--- config.mk ---
export PLATFORM = sky130hd
export DESIGN_NAME = mc_sequencer
export DESIGN_NICKNAME = d
export VERILOG_FILES = /design/src/rtl/mc_pkg.sv /design/src/rtl/mc_funct_decode.sv /design/src/rtl/mc_sequencer.sv
export SDC_FILE = /design/constraint.sdc
export NUM_CORES = 1
export LEC_CHECK = 0
export ABC_AREA = 1
export BUFFER_PORTS_ARGS = -buffer_cell sky130_fd_sc_hd__buf_2
export CELL_PAD_IN_SITES_DETAIL_PLACEMENT = 1
export CELL_PAD_IN_SITES_GLOBAL_PLACEMENT = 1
export CORE_MARGIN = 5
export CORE_UTILIZATION = 36
export DETAILED_ROUTE_END_ITERATION = 10
export GPL_TIMING_DRIVEN = 0
export PLACE_DENSITY = 0.86
export SYNTH_ARGS = -nofsm -noshare
export SYNTH_HDL_FRONTEND = slang
export SYNTH_SLANG_ARGS = --single-unit
--- constraint.sdc ---
create_clock -name clk -period 3.2 [get_ports clk]
set_input_delay 0.32 -clock clk [delete_from_list [all_inputs] [get_ports clk]]
set_output_delay 0.32 -clock clk [all_outputs]
set_load 0.03 [all_outputs]
--- src/rtl/mc_pkg.sv ---
// mc_pkg: shared state encoding, opcode/funct constants and ALU codes for mc_sequencer
package mc_pkg;
   typedef enum logic [2:0] {S_IDLE, S_FETCH, S_DECODE, S_EXEC, S_WB, S_HALT} state_t;
   localparam logic [5:0] OP_RTYPE = 6'h00;
   localparam logic [5:0] F_ADD = 6'h20, F_SUB = 6'h22, F_AND = 6'h24, F_OR = 6'h25, F_NOR = 6'h27, F_SLT = 6'h2A;
   localparam logic [3:0] ALU_AND = 4'b0000, ALU_OR = 4'b0001, ALU_ADD = 4'b0010;
   localparam logic [3:0] ALU_SUB = 4'b0110, ALU_SLT = 4'b0111, ALU_NOR = 4'b1100;
endpackage

--- src/rtl/mc_funct_decode.sv ---
// mc_funct_decode: R-type funct field to ALU control code, with legal flag
//   funct    in  [5:0]  funct field of the latched instruction
//   alu_code out [3:0]  ALU operation select (0000 when illegal)
//   legal    out        funct is one of the supported operations
module mc_funct_decode
   import mc_pkg::*;
(
   input  logic [5:0] funct,
   output logic [3:0] alu_code,
   output logic       legal
);
   always_comb begin
      alu_code = ALU_AND;
      legal    = 1'b1;
      case (funct)
         F_ADD:   alu_code = ALU_ADD;
         F_SUB:   alu_code = ALU_SUB;
         F_AND:   alu_code = ALU_AND;
         F_OR:    alu_code = ALU_OR;
         F_NOR:   alu_code = ALU_NOR;
         F_SLT:   alu_code = ALU_SLT;
         default: legal    = 1'b0;
      endcase
   end
endmodule

--- src/rtl/mc_sequencer.sv ---
// mc_sequencer: multi-cycle FETCH/DECODE/EXECUTE/WRITEBACK control sequencer
//   clk, reset (sync, active-high); run level request; instr word at PC; alu_v overflow flag
//   ir_en / pc_en / reg_we strobes; alu_cntl registered ALU select; busy / halted status
//   ill_instr / ovf_trap sticky flags; retired wrapping writeback counter (CNT_W bits)
//   Define MC_OVF_TRAP_EN to trap add/sub overflow in EXECUTE instead of writing back.
module mc_sequencer
   import mc_pkg::*;
#(
   parameter int CNT_W = 16
) (
   input  logic             clk,
   input  logic             reset,
   input  logic             run,
   input  logic [31:0]      instr,
   input  logic             alu_v,
   output logic             ir_en,
   output logic             pc_en,
   output logic             reg_we,
   output logic [3:0]       alu_cntl,
   output logic             busy,
   output logic             halted,
   output logic             ill_instr,
   output logic             ovf_trap,
   output logic [CNT_W-1:0] retired
);
   state_t           state_q, state_d;
   logic [31:0]      ir_q, ir_d;
   logic [3:0]       alu_cntl_q, alu_cntl_d;
   logic             ill_q, ill_d;
   logic [CNT_W-1:0] retired_q, retired_d;
   logic [3:0]       dec_code;
   logic             dec_legal;
   logic             unused_bits;

   mc_funct_decode u_dec (.funct(ir_q[5:0]), .alu_code(dec_code), .legal(dec_legal));

`ifdef MC_OVF_TRAP_EN
   logic ovf_q, ovf_d;
   logic trap;
   assign trap        = alu_v && (alu_cntl_q == ALU_ADD || alu_cntl_q == ALU_SUB);
   assign ovf_trap    = ovf_q;
   assign unused_bits = ^ir_q[25:6];
`else
   assign ovf_trap    = 1'b0;
   assign unused_bits = ^{ir_q[25:6], alu_v};
`endif

   always_comb begin
      state_d    = state_q;
      ir_d       = ir_q;
      alu_cntl_d = alu_cntl_q;
      ill_d      = ill_q;
      retired_d  = retired_q;
`ifdef MC_OVF_TRAP_EN
      ovf_d      = ovf_q;
`endif
      case (state_q)
         S_IDLE:   state_d = run ? S_FETCH : S_IDLE;
         S_FETCH: begin
            ir_d    = instr;
            state_d = S_DECODE;
         end
         S_DECODE: begin
            ill_d      = ill_q | (ir_q[31:26] != OP_RTYPE) | ~dec_legal;
            alu_cntl_d = ill_d ? alu_cntl_q : dec_code;
            state_d    = ill_d ? S_HALT : S_EXEC;
         end
         S_EXEC: begin
            state_d = S_WB;
`ifdef MC_OVF_TRAP_EN
            ovf_d   = ovf_q | trap;
            state_d = trap ? S_HALT : S_WB;
`endif
         end
         S_WB: begin
            retired_d = retired_q + CNT_W'(1);
            state_d   = run ? S_FETCH : S_IDLE;
         end
         default: state_d = state_q;
      endcase
   end

   always_ff @(posedge clk) begin
      if (reset) begin
         state_q    <= S_IDLE;
         ir_q       <= '0;
         alu_cntl_q <= '0;
         ill_q      <= 1'b0;
         retired_q  <= '0;
`ifdef MC_OVF_TRAP_EN
         ovf_q      <= 1'b0;
`endif
      end else begin
         state_q    <= state_d;
         ir_q       <= ir_d;
         alu_cntl_q <= alu_cntl_d;
         ill_q      <= ill_d;
         retired_q  <= retired_d;
`ifdef MC_OVF_TRAP_EN
         ovf_q      <= ovf_d;
`endif
      end
   end

   // Strobes are masked by reset so a reset landing in WRITEBACK never writes or advances the PC.
   assign ir_en     = (state_q == S_FETCH) && !reset;
   assign reg_we    = (state_q == S_WB) && !reset;
   assign pc_en     = reg_we;
   assign alu_cntl  = alu_cntl_q;
   assign busy      = !(state_q == S_IDLE || state_q == S_HALT);
   assign halted    = state_q == S_HALT;
   assign ill_instr = ill_q;
   assign retired   = retired_q;
endmodule

Word level (Yosys, flattened, before mapping)

Cells that the tools add are included.

Output and inout port bits: 27
Bits in registers: 56

Multiplexer cells: 5
Eq/ne operators: 11
$add $sub $neg: 1
Bitwise operators: 4
Reduce and logical (&&, ||, !) cells: 11

Operator list:

| kind                                                                  | count |
|---|---|
| 6-bit equality test, second input constant                            | 6 |
| 4-bit case mux with 5 select lines                                    | 1 |
| 16-bit by 1-bit adder with 16-bit output, second input constant       | 1 |
| 3-bit case mux with 4 select lines                                    | 1 |
| 3-bit by 2-bit equality test with 1-bit output, second input constant | 2 |
| 3-bit equality test, second input constant                            | 2 |
| 6-bit nonzero test                                                    | 1 |
| 6-bit OR reduction                                                    | 1 |
| 4-bit nonzero test                                                    | 1 |
| 3-bit by 1-bit equality test with 1-bit output, second input constant | 1 |
| 3-bit logical NOT                                                     | 1 |
| 3-bit 2-to-1 mux                                                      | 1 |
| 1-bit logical AND                                                     | 2 |
| 1-bit logical NOT                                                     | 2 |
| 1-bit 2-to-1 mux                                                      | 2 |
| 1-bit inverter                                                        | 2 |
| 1-bit bitwise OR                                                      | 2 |
| 2-bit AND reduction                                                   | 1 |
| 2-bit OR reduction                                                    | 1 |
| 1-bit logical OR                                                      | 1 |

Logic depth before layout (Yosys ltp)

Gate-level depths: netlist (run 1).

Word-level depth: 7
Mapped depth: 9
Gate-level depth less buffers: 9

Modules after synthesis

Synthesis (run 1) repeated with hierarchy kept, for this count alone.

Cells, all modules: 245
Area, all modules: 1704.1 sq um

Modules (own cells, without submodules):

| module          | area an instance (sq um) | cells an instance | times used | sequential area each (sq um) |
|---|---|---|---|---|
| mc_sequencer    | 1590.3                   | 219               | 1          | 720.7 |
| mc_funct_decode | 113.9                    | 26                | 1          | 0.0 |

Worst setup path before layout (run 1)

OpenSTA, ideal clock, no wires.

Path kind: register -> output
From: reg state_q[0]
To: out reg_we
Path buffers: 1
Data required time: 2.880 ns
Stages on the path, launching flop included: 5
Arrival time: 1.309 ns
Slack: 1.571 ns
Cell sequence: dfxtp_1 > nor2_4 > nand2_4 > nor2_1 > buf_4

Cells in the longest elaborated chain, start to end: 2

Ends and longest elaborated chain:

| what                   | RTL line            | text |
|---|---|---|
| from (decl)            | mc_sequencer.sv:26  | `state_t state_q, state_d;` |
| from (signal assigned) | mc_sequencer.sv:94  | `state_q <= state_d;` |
| 3-bit equality test    | mc_sequencer.sv:107 | `assign reg_we = (state_q == S_WB) && !reset;` |
| 1-bit logical AND      | mc_sequencer.sv:107 |  |
| to (decl)              | mc_sequencer.sv:18  | `output logic reg_we,` |

Every way passes these cells.

Worst setup path in the final report (run 1)

From: reg state_q[2]
To: out ir_en

Cells in the longest elaborated chain, start to end: 2

Ends and longest elaborated chain:

| what                                           | RTL line            | text |
|---|---|---|
| 3-bit by 1-bit equality test with 1-bit output | mc_sequencer.sv:106 | `assign ir_en = (state_q == S_FETCH) && !reset;` |
| 1-bit logical AND                              | mc_sequencer.sv:106 |  |
| to (decl)                                      | mc_sequencer.sv:16  | `output logic ir_en,` |

Every way passes these cells.

==> impl_metrics.prom, run 1 <==
# TYPE chip_impl_metric gauge
chip_impl_metric{name="finish.net_count",unit=""} 335
chip_impl_metric{name="fmax",unit="GHz"} 0.498
chip_impl_metric{name="syn_area",unit="um2"} 1740
chip_impl_metric{name="grt-ovfl-total",unit=""} 0
chip_impl_info{name="uppermost_metal_layer_occupied_by_signal_nets",value="met4"} 1
chip_impl_metric{name="met3_wirelength",unit="um"} 174
chip_impl_metric{name="totalNegativeSetupSlack",unit="ns"} 0
chip_impl_metric{name="grt_util_all_layers",unit="%"} 15.8
chip_impl_metric{name="port_buffers",unit=""} 39
chip_impl_metric{name="drt-met1-wl",unit="um"} 2160
chip_impl_metric{name="antenna-diode-count",unit=""} 0
chip_impl_metric{name="hpwl",unit="um"} 3420
chip_impl_metric{name="place_congestion",unit=""} 0.788
chip_impl_metric{name="postRouteAntennaNets",unit=""} 0
chip_impl_metric{name="cts_made_buffers",unit=""} 5
chip_impl_metric{name="synth_cell_types",unit=""} 25
chip_impl_metric{name="cts-htree-levels",unit=""} 2
chip_impl_metric{name="synthCells",unit=""} 252
chip_impl_metric{name="final_critical_path_required_period",unit="ns"} 2.01
chip_impl_info{name="commonest_non_fill_non_tap_cells_in_the_layout",value="nand2_1 (47), inv_1 (41), buf_2 (41)"} 1
chip_impl_info{name="clk_root_buffer_cell",value="clkbuf_8"} 1
chip_impl_metric{name="drcViolationCount",unit=""} 0
chip_impl_metric{name="wire_per_inst",unit="um"} 12.5
chip_impl_metric{name="postCtsHoldBufs",unit=""} 0
chip_impl_info{name="critical_path.reg2reg.endpoint",value="ir_q[31]"} 1
chip_impl_metric{name="latest_clock_arrival_within_the_worst_skew_pair",unit="ns"} 0.29
chip_impl_metric{name="route.detailed.vias_per_inst",unit=""} 4.62
chip_impl_metric{name="power_density",unit="nW/um2"} 485
chip_impl_metric{name="postCtsSetupBuffers",unit=""} 0
chip_impl_metric{name="post_route_clock_period_utilization",unit="%"} 62.7
chip_impl_metric{name="std_cell_rows",unit=""} 25
chip_impl_info{name="min-delay-start",value="instr[4]"} 1
chip_impl_metric{name="initial_antenna_violation_count",unit=""} 0
chip_impl_metric{name="synthesis.nets",unit=""} 289
chip_impl_metric{name="firstDrtPassIters",unit=""} 4
chip_impl_info{name="grt_setup_unrepaired",value="false"} 1
chip_impl_metric{name="postRouteWirelength",unit="um"} 4570
chip_impl_metric{name="synth_warnings",unit=""} 0
chip_impl_info{name="worst_setup_path_end_kind",value="output port"} 1
chip_impl_metric{name="syn_to_final_growth",unit="%"} 21.2
chip_impl_metric{name="cts_repair_resize_count",unit=""} 0
chip_impl_metric{name="fp.dieArea",unit="um2"} 6340
chip_impl_metric{name="fillers",unit=""} 662
chip_impl_metric{name="timing_max_transition_violations_final",unit=""} 0
chip_impl_metric{name="count_of_clock_tree_sinks",unit=""} 36
chip_impl_metric{name="irDropWorstVdd",unit="V"} 0.000188
chip_impl_metric{name="timing.hold.worst_path_depth",unit=""} 3
chip_impl_metric{name="hold_viol",unit=""} 0
chip_impl_metric{name="global_route_wire_length_before_repair",unit="um"} 7810
chip_impl_metric{name="layout_setup_ws",unit="ns"} 1.19
chip_impl_metric{name="maxcap_viol_count",unit=""} 0
chip_impl_metric{name="clock_tree.buffer_depth",unit=""} 2
chip_impl_info{name="run_status",value="completed"} 1
chip_impl_metric{name="report.final.setup_viol",unit=""} 0
chip_impl_info{name="hold_end",value="ir_q[4]"} 1
chip_impl_metric{name="worst-r2r-setup-slack",unit="ns"} 1.80
chip_impl_info{name="worstReg2RegStart",value="state_q[2]"} 1
chip_impl_metric{name="drt_iter0_drc",unit=""} 40
chip_impl_metric{name="ios",unit=""} 63
chip_impl_metric{name="synthesis.area_per_instance",unit="um2"} 6.92
chip_impl_metric{name="crit_fanout",unit=""} 10
chip_impl_metric{name="placeableCoreArea",unit="um2"} 4720
chip_impl_metric{name="grt_start_max_net_pins",unit=""} 11
chip_impl_metric{name="fraction_of_layout_instances_using_a_drive_strength_above_1",unit="%"} 21.4
chip_impl_info{name="critical_path.startpoint_type",value="flip-flop"} 1
chip_impl_metric{name="number_of_storage_elements_in_the_synthesis_netlist",unit=""} 36
chip_impl_metric{name="met2RoutedLength",unit="um"} 2160
chip_impl_metric{name="fp.dieW",unit="um"} 79.6
chip_impl_metric{name="post_synthesis_sequential_area_ratio",unit="%"} 41.3
chip_impl_info{name="hold_path_class",value="input pin to flip-flop"} 1
chip_impl_metric{name="cp_data_arrival_time",unit="ns"} 1.69
chip_impl_metric{name="total_leakage_power",unit="nW"} 1.10
chip_impl_metric{name="grt_pass1_vias",unit=""} 1694
chip_impl_metric{name="fin_worst_skew",unit="ns"} 0.00604
chip_impl_metric{name="detailedPlace.worstSlack",unit="ns"} 1.51
chip_impl_metric{name="floorplan.initialDensity",unit="%"} 36.9
chip_impl_info{name="worst-setup-path-type",value="flip-flop to output port"} 1
chip_impl_metric{name="critPathRequiredTime",unit="ns"} 2.88
chip_impl_info{name="layout_commonest_cell",value="nand2_1"} 1
chip_impl_metric{name="cts.reportedPaths.clkPinSlew",unit="ns"} 0.07
chip_impl_info{name="cts_tree",value="built"} 1
chip_impl_metric{name="detailroute.via_count",unit=""} 1692
chip_impl_metric{name="reg2reg_depth",unit=""} 4
chip_impl_metric{name="die-height",unit="um"} 79.6
[power breakdown]
part	leakage [nW]	total (mW)	internal (mW)	switching [mW]
registers	0.293	0.505	0.479	0.0256
logic	0.766	0.184	0.0573	0.127
clock network	0.0455	0.335	0.176	0.160
total	1.10	1.02	0.712	0.312
[critical path: stages (launching register included)]
cell and delay [ns]:
dfxtp_1 0.44, inv_2 0.08, nand3_1 0.24, clkbuf_1 0.39, nor2_1 0.06, buf_2 0.19
[flip-flops by register name, summed over array words and instances, names as in the netlist]
signal     cells
retired       16
state_q        3
alu_cntl       4
ir_q          12
ill_instr      1
[synthesized netlist by cell type, drive strengths merged]
library cell / count / area (um2)
a21oi: 25 / 125
nor2: 39 / 196
nand3: 16 / 90.1
clkinv: 1 / 5.00
conb: 1 / 3.75
xor2: 1 / 8.76
buf: 4 / 25.0
o211ai: 1 / 7.51
and2: 1 / 6.26
inv: 43 / 161
o21ai: 18 / 90.1
nor3: 2 / 10.0
ha: 1 / 12.5
clkbuf: 4 / 15.0
nand2: 52 / 223
dfxtp: 36 / 721
nand4: 7 / 43.8
[cell families (layout without fill, tap and decap cells)]
group | after synthesis | count (layout) | synth area share [%]
fa+ha+maj | 1 | 1 | 0.717
buf+inv | 52 | 99 | 11.8
other cells | 1 | 1 | 0.215
xor+xnor | 1 | 1 | 0.502
simple gates | 117 | 117 | 32.6
flops | 36 | 36 | 41.3
compound gates | 44 | 44 | 12.8
[layer usage]
| metal | vias to the layer above | GRT usage, % |
|---|---|---|
| met4 | 0 | 6.19 |
| met1 | 779 | 19.3 |
| met3 | 6 | 3.50 |
| li1 | 874 | - |
| met2 | 33 | 26.9 |
| met5 | - | 0 |
[stage by stage]
stage / instances / util, % / area, um2 / power [mW] / hold slack (ns)
finish: 366 / 44.7 / 2110 / 1.02 / 0.312
global route: 366 / 44.7 / 2110 / 1.08 / 0.325
global placement: 358 / 42.8 / 2020 / 0.690 / 0.434
CTS: 366 / 44.7 / 2110 / 1.04 / 0.304
detailed placement: 358 / 42.8 / 2020 / 0.699 / 0.444
floorplan: 252 / - / 1740 / 0.644 / 0.424
[cell type report]
cell class	count	area (um2)	area share, %
repair buffers	39	195	9.24
clock buffers	8	90.1	4.26
plain buffers	8	40.0	1.89
flip-flops and latches	36	721	34.1
well taps	67	83.8	3.97
inverters	44	166	7.87
multi-input cells	164	817	38.7
[worst max path at each step]
stage	endpoint	cells past startpoint	startpoint
3_5_place_dp	ir_en	5	state_q[2]
6_report	ir_en	5	state_q[2]
3_3_place_gp	ir_en	5	state_q[2]
5_1_grt	ir_en	5	state_q[2]
4_1_cts	ir_en	5	state_q[2]
2_1_floorplan	reg_we	4	state_q[0]
Note: power is estimated with default switching activity, not from simulation.
==> run 2: changes to the inputs <==
- CORE_UTILIZATION: 36 -> 33
- PLACE_DENSITY: 0.86 -> 0.8
- clock period: 3.2 -> 1.85 ns (I/O delays scaled with it)
==> run 2 against run 1 <==
Net effect: global-route usage fell by 1.9 points; routed wire length fell by 5.0%; worst setup slack got worse by 1.0 ns; non-clock buffer count fell by 1; total power rose by 75%; cell area rose by 0.53%; via count fell by 1.7%; highest routed layer unchanged; clock skew fell by 0.0012 ns; register-to-register slack got worse by 1.4 ns; critical path type unchanged; clock power rose by 81%; combinational power rose by 73%.
==> impl_metrics.prom, run 2 (same netlist as run 1, synthesis figures left out) <==
# TYPE chip_impl_metric gauge
chip_impl_metric{name="wire_per_inst",unit="um"} 11.8
chip_impl_info{name="critical_path.startpoint_type",value="flip-flop"} 1
chip_impl_metric{name="clock_tree.buffer_depth",unit=""} 2
chip_impl_metric{name="std_cell_rows",unit=""} 26
chip_impl_metric{name="irDropWorstVdd",unit="V"} 0.000336
chip_impl_metric{name="cts_made_buffers",unit=""} 5
chip_impl_metric{name="ios",unit=""} 63
chip_impl_metric{name="maxcap_viol_count",unit=""} 0
chip_impl_metric{name="reg2reg_depth",unit=""} 4
chip_impl_metric{name="grt_util_all_layers",unit="%"} 14.0
chip_impl_metric{name="antenna-diode-count",unit=""} 0
chip_impl_metric{name="final_critical_path_required_period",unit="ns"} 1.67
chip_impl_metric{name="grt_pass1_vias",unit=""} 1642
chip_impl_metric{name="finish.net_count",unit=""} 334
chip_impl_metric{name="placement.cell_area",unit="um2"} 2030
chip_impl_metric{name="hold_viol",unit=""} 0
chip_impl_metric{name="latest_clock_arrival_within_the_worst_skew_pair",unit="ns"} 0.29
chip_impl_metric{name="port_buffers",unit=""} 39
chip_impl_metric{name="fmax",unit="GHz"} 0.598
chip_impl_metric{name="drcViolationCount",unit=""} 0
chip_impl_info{name="run_status",value="completed"} 1
chip_impl_metric{name="critPathRequiredTime",unit="ns"} 1.66
chip_impl_metric{name="fp.dieW",unit="um"} 82.7
chip_impl_metric{name="postLayoutCellArea",unit="um2"} 2120
chip_impl_metric{name="floorplan.initialDensity",unit="%"} 34.1
chip_impl_metric{name="placeableCoreArea",unit="um2"} 5110
chip_impl_metric{name="postCtsSetupBuffers",unit=""} 0
chip_impl_metric{name="fraction_of_layout_instances_using_a_drive_strength_above_1",unit="%"} 22.2
chip_impl_metric{name="largest_register_ff_count",unit=""} 16
chip_impl_metric{name="initial_antenna_violation_count",unit=""} 0
chip_impl_info{name="worst_setup_path_end_kind",value="output port"} 1
chip_impl_metric{name="fin_worst_skew",unit="ns"} 0.00481
chip_impl_metric{name="detailroute.via_count",unit=""} 1664
chip_impl_metric{name="postRouteWirelength",unit="um"} 4340
chip_impl_metric{name="post_route_clock_period_utilization",unit="%"} 90.4
chip_impl_metric{name="route.detailed.vias_per_inst",unit=""} 4.53
chip_impl_info{name="grt_setup_unrepaired",value="false"} 1
chip_impl_metric{name="cts.reportedPaths.clkPinSlew",unit="ns"} 0.07
chip_impl_metric{name="worst-r2r-setup-slack",unit="ns"} 0.42
chip_impl_metric{name="drt_iter0_drc",unit=""} 51
chip_impl_metric{name="firstDrtPassIters",unit=""} 4
chip_impl_info{name="hold_path_class",value="input pin to flip-flop"} 1
chip_impl_metric{name="totalNegativeSetupSlack",unit="ns"} 0
chip_impl_info{name="layout_commonest_cell",value="nand2_1"} 1
chip_impl_info{name="worst-setup-path-type",value="flip-flop to output port"} 1
chip_impl_metric{name="grt_start_max_net_pins",unit=""} 17
chip_impl_metric{name="post-layout-total-power",unit="mW"} 1.80
chip_impl_metric{name="detailedPlace.worstSlack",unit="ns"} 0.256
chip_impl_info{name="commonest_non_fill_non_tap_cells_in_the_layout",value="nand2_1 (47), inv_1 (41), buf_2 (41)"} 1
chip_impl_info{name="clk_root_buffer_cell",value="clkbuf_8"} 1
chip_impl_metric{name="place_congestion",unit=""} 0.766
chip_impl_metric{name="timing.hold.worst_path_depth",unit=""} 3
chip_impl_metric{name="grt-ovfl-total",unit=""} 0
chip_impl_metric{name="power_density",unit="nW/um2"} 846
chip_impl_metric{name="syn_to_final_growth",unit="%"} 21.8
chip_impl_metric{name="die-height",unit="um"} 82.7
chip_impl_metric{name="cts-htree-levels",unit=""} 2
chip_impl_info{name="cts_tree",value="built"} 1
chip_impl_metric{name="postRouteAntennaNets",unit=""} 0
chip_impl_metric{name="layout_setup_ws",unit="ns"} 0.177
chip_impl_metric{name="cp_data_arrival_time",unit="ns"} 1.49
chip_impl_metric{name="fp.dieArea",unit="um2"} 6840
chip_impl_metric{name="total_leakage_power",unit="nW"} 1.11
chip_impl_metric{name="timing_max_transition_violations_final",unit=""} 0
chip_impl_metric{name="count_of_clock_tree_sinks",unit=""} 36
chip_impl_metric{name="global_route_wire_length_before_repair",unit="um"} 7330
chip_impl_metric{name="crit_fanout",unit=""} 16
chip_impl_metric{name="report.final.setup_viol",unit=""} 0
chip_impl_metric{name="hpwl",unit="um"} 3330
run 2: cell count changes in the layout (fill, tap and decap cells not counted):
cell,before,now
clkbuf_1,6,3
nand3_2,2,3
clkbuf_8,6,7
nand3_1,14,13
run 2: worst max-delay path, stage by stage, from the launching register on:
cell	delay (ns)
dfxtp_1	0.48
nand3_2	0.30
nor2_1	0.20
buf_2	0.22
run 2: per-stage QoR:
stage                     hold WS (ns)  instances  util [%]
after floorplan                  0.376        252         -
after global placement           0.433        361      39.7
after detailed placement         0.449        361      39.7
after CTS                        0.173        367      41.6
after global routing             0.171        367      41.6
final                            0.173        367      41.6
run 2: timing repair:
action | in CTS | in global routing
resized for setup | 1 | 0
setup endpoints to repair | 1 | 0
hold buffers | 0 | 0
run 2: worst paths after layout:
path	startpoint	end
worst max-delay path	state_q[0]	ir_en
worst max register to register	state_q[0]	ir_q[3]
worst min register to register	ir_q[29]	ir_q[29]
worst min-delay path	instr[5]	ir_q[5]
run 2: final cells by class:
type | count | area, um2
multi-input combinational | 164 | 822
sequential | 36 | 721
inverter | 44 | 166
clock buffer | 7 | 96.3
buffer | 7 | 36.3
fill | 708 | 2980
tap | 70 | 87.6
timing repair buffer | 39 | 195
run 2: power by group:
part           total [mW]  internal [mW]  switching [mW]
clock network       0.607          0.332           0.275
registers           0.873          0.829          0.0441
logic               0.318         0.0987           0.219
total                1.80           1.26           0.538
run 2: layer usage:
layer / global-route usage (%) / vias to the layer above / share of wire, %
li1: - / 876 / -
met1: 17.8 / 751 / 47
met2: 22.8 / 33 / 48
met3: 3.47 / 4 / 4.5
met4: 4.90 / 0 / 0.95
met5: 0 / - / 0
==> run 3: changes to the inputs <==
- RECOVER_POWER: default -> 50
==> run 3 against run 2 <==
Net effect: cell count unchanged; first-iteration DRC count rose by 55%; global-route usage stayed put; register-to-register slack lost 0.20 ns; cell area is 2.5% lower; total power is 0.18% lower; die area stayed put; sequential share of layout area up 0.86 points; non-clock buffer count unchanged.
==> impl_metrics.prom, run 3 (same netlist as run 1, synthesis figures left out) <==
# TYPE chip_impl_metric gauge
chip_impl_metric{name="timing_max_transition_violations_final",unit=""} 0
chip_impl_metric{name="finish.net_count",unit=""} 334
chip_impl_info{name="commonest_non_fill_non_tap_cells_in_the_layout",value="nand2_1 (48), inv_1 (41), nor2_1 (36), dfxtp_1 (36), a21oi_1 (25)"} 1
chip_impl_metric{name="std_cell_rows",unit=""} 26
chip_impl_info{name="run_status",value="completed"} 1
chip_impl_metric{name="port_buffers",unit=""} 39
chip_impl_metric{name="grt-ovfl-total",unit=""} 0
chip_impl_metric{name="fp.dieArea",unit="um2"} 6840
chip_impl_metric{name="antenna-diode-count",unit=""} 0
chip_impl_metric{name="placeableCoreArea",unit="um2"} 5110
chip_impl_info{name="crit_chain",value="nand3_2, nor2_1, buf_2"} 1
chip_impl_metric{name="crit_fanout",unit=""} 16
chip_impl_metric{name="timing.hold.ws",unit="ns"} 0.173
chip_impl_metric{name="floorplan.initialDensity",unit="%"} 34.1
chip_impl_metric{name="post_layout_nonfiller_instances",unit=""} 367
chip_impl_metric{name="fin_worst_skew",unit="ns"} 0.00550
chip_impl_metric{name="latest_clock_arrival_within_the_worst_skew_pair",unit="ns"} 0.29
chip_impl_metric{name="detailedPlace.worstSlack",unit="ns"} 0.256
chip_impl_info{name="layout_commonest_cell",value="nand2_1"} 1
chip_impl_metric{name="place_inst",unit=""} 361
chip_impl_metric{name="total_leakage_power",unit="nW"} 0.966
chip_impl_metric{name="report.final.setup_viol",unit=""} 0
chip_impl_info{name="critical_path.startpoint_type",value="flip-flop"} 1
chip_impl_info{name="worst_path_dominant_cell_family",value="simple AND/OR/NAND/NOR gates"} 1
chip_impl_metric{name="firstDrtPassIters",unit=""} 4
chip_impl_metric{name="register_area",unit="um2"} 721
chip_impl_metric{name="power_density",unit="nW/um2"} 866
chip_impl_metric{name="wire_per_inst",unit="um"} 11.9
chip_impl_info{name="clk_root_buffer_cell",value="clkbuf_8"} 1
chip_impl_metric{name="hold_viol",unit=""} 0
chip_impl_metric{name="totalNegativeSetupSlack",unit="ns"} 0
chip_impl_metric{name="die-height",unit="um"} 82.7
chip_impl_metric{name="final_critical_path_required_period",unit="ns"} 1.66
chip_impl_info{name="worst-setup-path-type",value="flip-flop to output port"} 1
chip_impl_metric{name="drt_iter0_drc",unit=""} 79
chip_impl_metric{name="place_congestion",unit=""} 0.766
chip_impl_metric{name="route.detailed.vias_per_inst",unit=""} 4.53
chip_impl_metric{name="fmax",unit="GHz"} 0.603
chip_impl_metric{name="post_route_clock_period_utilization",unit="%"} 89.6
chip_impl_info{name="hold_path_class",value="input pin to flip-flop"} 1
chip_impl_metric{name="clock_tree.buffer_depth",unit=""} 2
chip_impl_metric{name="critPathRequiredTime",unit="ns"} 1.66
chip_impl_metric{name="grt_util_all_layers",unit="%"} 14.0
chip_impl_metric{name="syn_to_final_growth",unit="%"} 18.8
chip_impl_metric{name="layout_setup_ws",unit="ns"} 0.193
chip_impl_info{name="crit_slowest_cell",value="dfxtp_1"} 1
chip_impl_metric{name="drcViolationCount",unit=""} 0
chip_impl_metric{name="postRouteAntennaNets",unit=""} 0
chip_impl_metric{name="detailroute.via_count",unit=""} 1662
chip_impl_metric{name="cts-htree-levels",unit=""} 2
chip_impl_metric{name="largest_register_ff_count",unit=""} 16
chip_impl_metric{name="placement.cell_area",unit="um2"} 2030
chip_impl_metric{name="initial_antenna_violation_count",unit=""} 0
chip_impl_metric{name="global_route_wire_length_before_repair",unit="um"} 7330
chip_impl_metric{name="count_of_clock_tree_sinks",unit=""} 36
chip_impl_metric{name="postLayoutCoreUtil",unit="%"} 40.6
chip_impl_metric{name="cpPeakStageDelay",unit="ns"} 0.47
chip_impl_info{name="grt_setup_unrepaired",value="false"} 1
chip_impl_metric{name="fraction_of_layout_instances_using_a_drive_strength_above_1",unit="%"} 14.1
chip_impl_metric{name="maxcap_viol_count",unit=""} 0
chip_impl_metric{name="postLayoutCellArea",unit="um2"} 2070
chip_impl_metric{name="fp.dieW",unit="um"} 82.7
chip_impl_metric{name="post-layout-total-power",unit="mW"} 1.79
chip_impl_metric{name="cp_data_arrival_time",unit="ns"} 1.47
chip_impl_metric{name="timing.critical_path.buf_inv",unit=""} 1
chip_impl_metric{name="irDropWorstVdd",unit="V"} 0.000336
chip_impl_metric{name="cts_made_buffers",unit=""} 5
chip_impl_metric{name="grt_pass1_vias",unit=""} 1642
chip_impl_metric{name="ios",unit=""} 63
chip_impl_metric{name="cts.reportedPaths.clkPinSlew",unit="ns"} 0.07
chip_impl_metric{name="hpwl",unit="um"} 3330
chip_impl_metric{name="grt_start_max_net_pins",unit=""} 17
chip_impl_info{name="cts_tree",value="built"} 1
chip_impl_metric{name="multi_input_area",unit="um2"} 796
chip_impl_info{name="worst_setup_path_end_kind",value="output port"} 1
chip_impl_metric{name="postRouteWirelength",unit="um"} 4380
chip_impl_metric{name="fillers",unit=""} 717
-- run 3: what timing repair did --
item | CTS | global route
hold buffers | 0 | 0
endpoints found under the setup margin | 1 | 0
resized for setup | 1 | 0
buffers inserted | 0 | 0
-- run 3: routing by layer --
metal	routed length, um	up-vias	part of all wire, %	track usage [%]
met2	2080	31	48	22.8
met3	199	4	4.5	3.47
met1	2060	752	47	17.8
met4	41	0	0.94	4.90
li1	-	875	-	-
met5	0	-	0	0
-- run 3: final timing paths --
check / depth (start not counted) / start / endpoint / slack, ns
hold / removal: 3 / instr[5] / ir_q[5] / 0.17
setup / recovery: 3 / state_q[0] / ir_en / 0.19
setup reg to reg: 9 / state_q[0] / retired[11] / 0.22
hold reg to reg: 2 / ir_q[29] / ir_q[29] / 0.45
-- run 3: worst min-delay path: cells and delay by family --
kind	cells	cell delay (ns)
AO/OA/AOI/OAI	2	0.17
buffers and inverters	1	0.07
-- run 3: area by class of cell --
type                    instances  area share, %
multi-input cells             164           38.4
flip-flops and latches         36           34.8
repair buffers                 39           8.15
inverters                      44           8.03
clock buffers                   7           4.65
well taps                      70           4.23
plain buffers                   7           1.75
-- run 3: report_power, final --
group | leakage [nW] | switching, mW | internal, mW
registers | 0.293 | 0.0436 | 0.829
logic | 0.623 | 0.216 | 0.0957
clock network | 0.0503 | 0.279 | 0.332
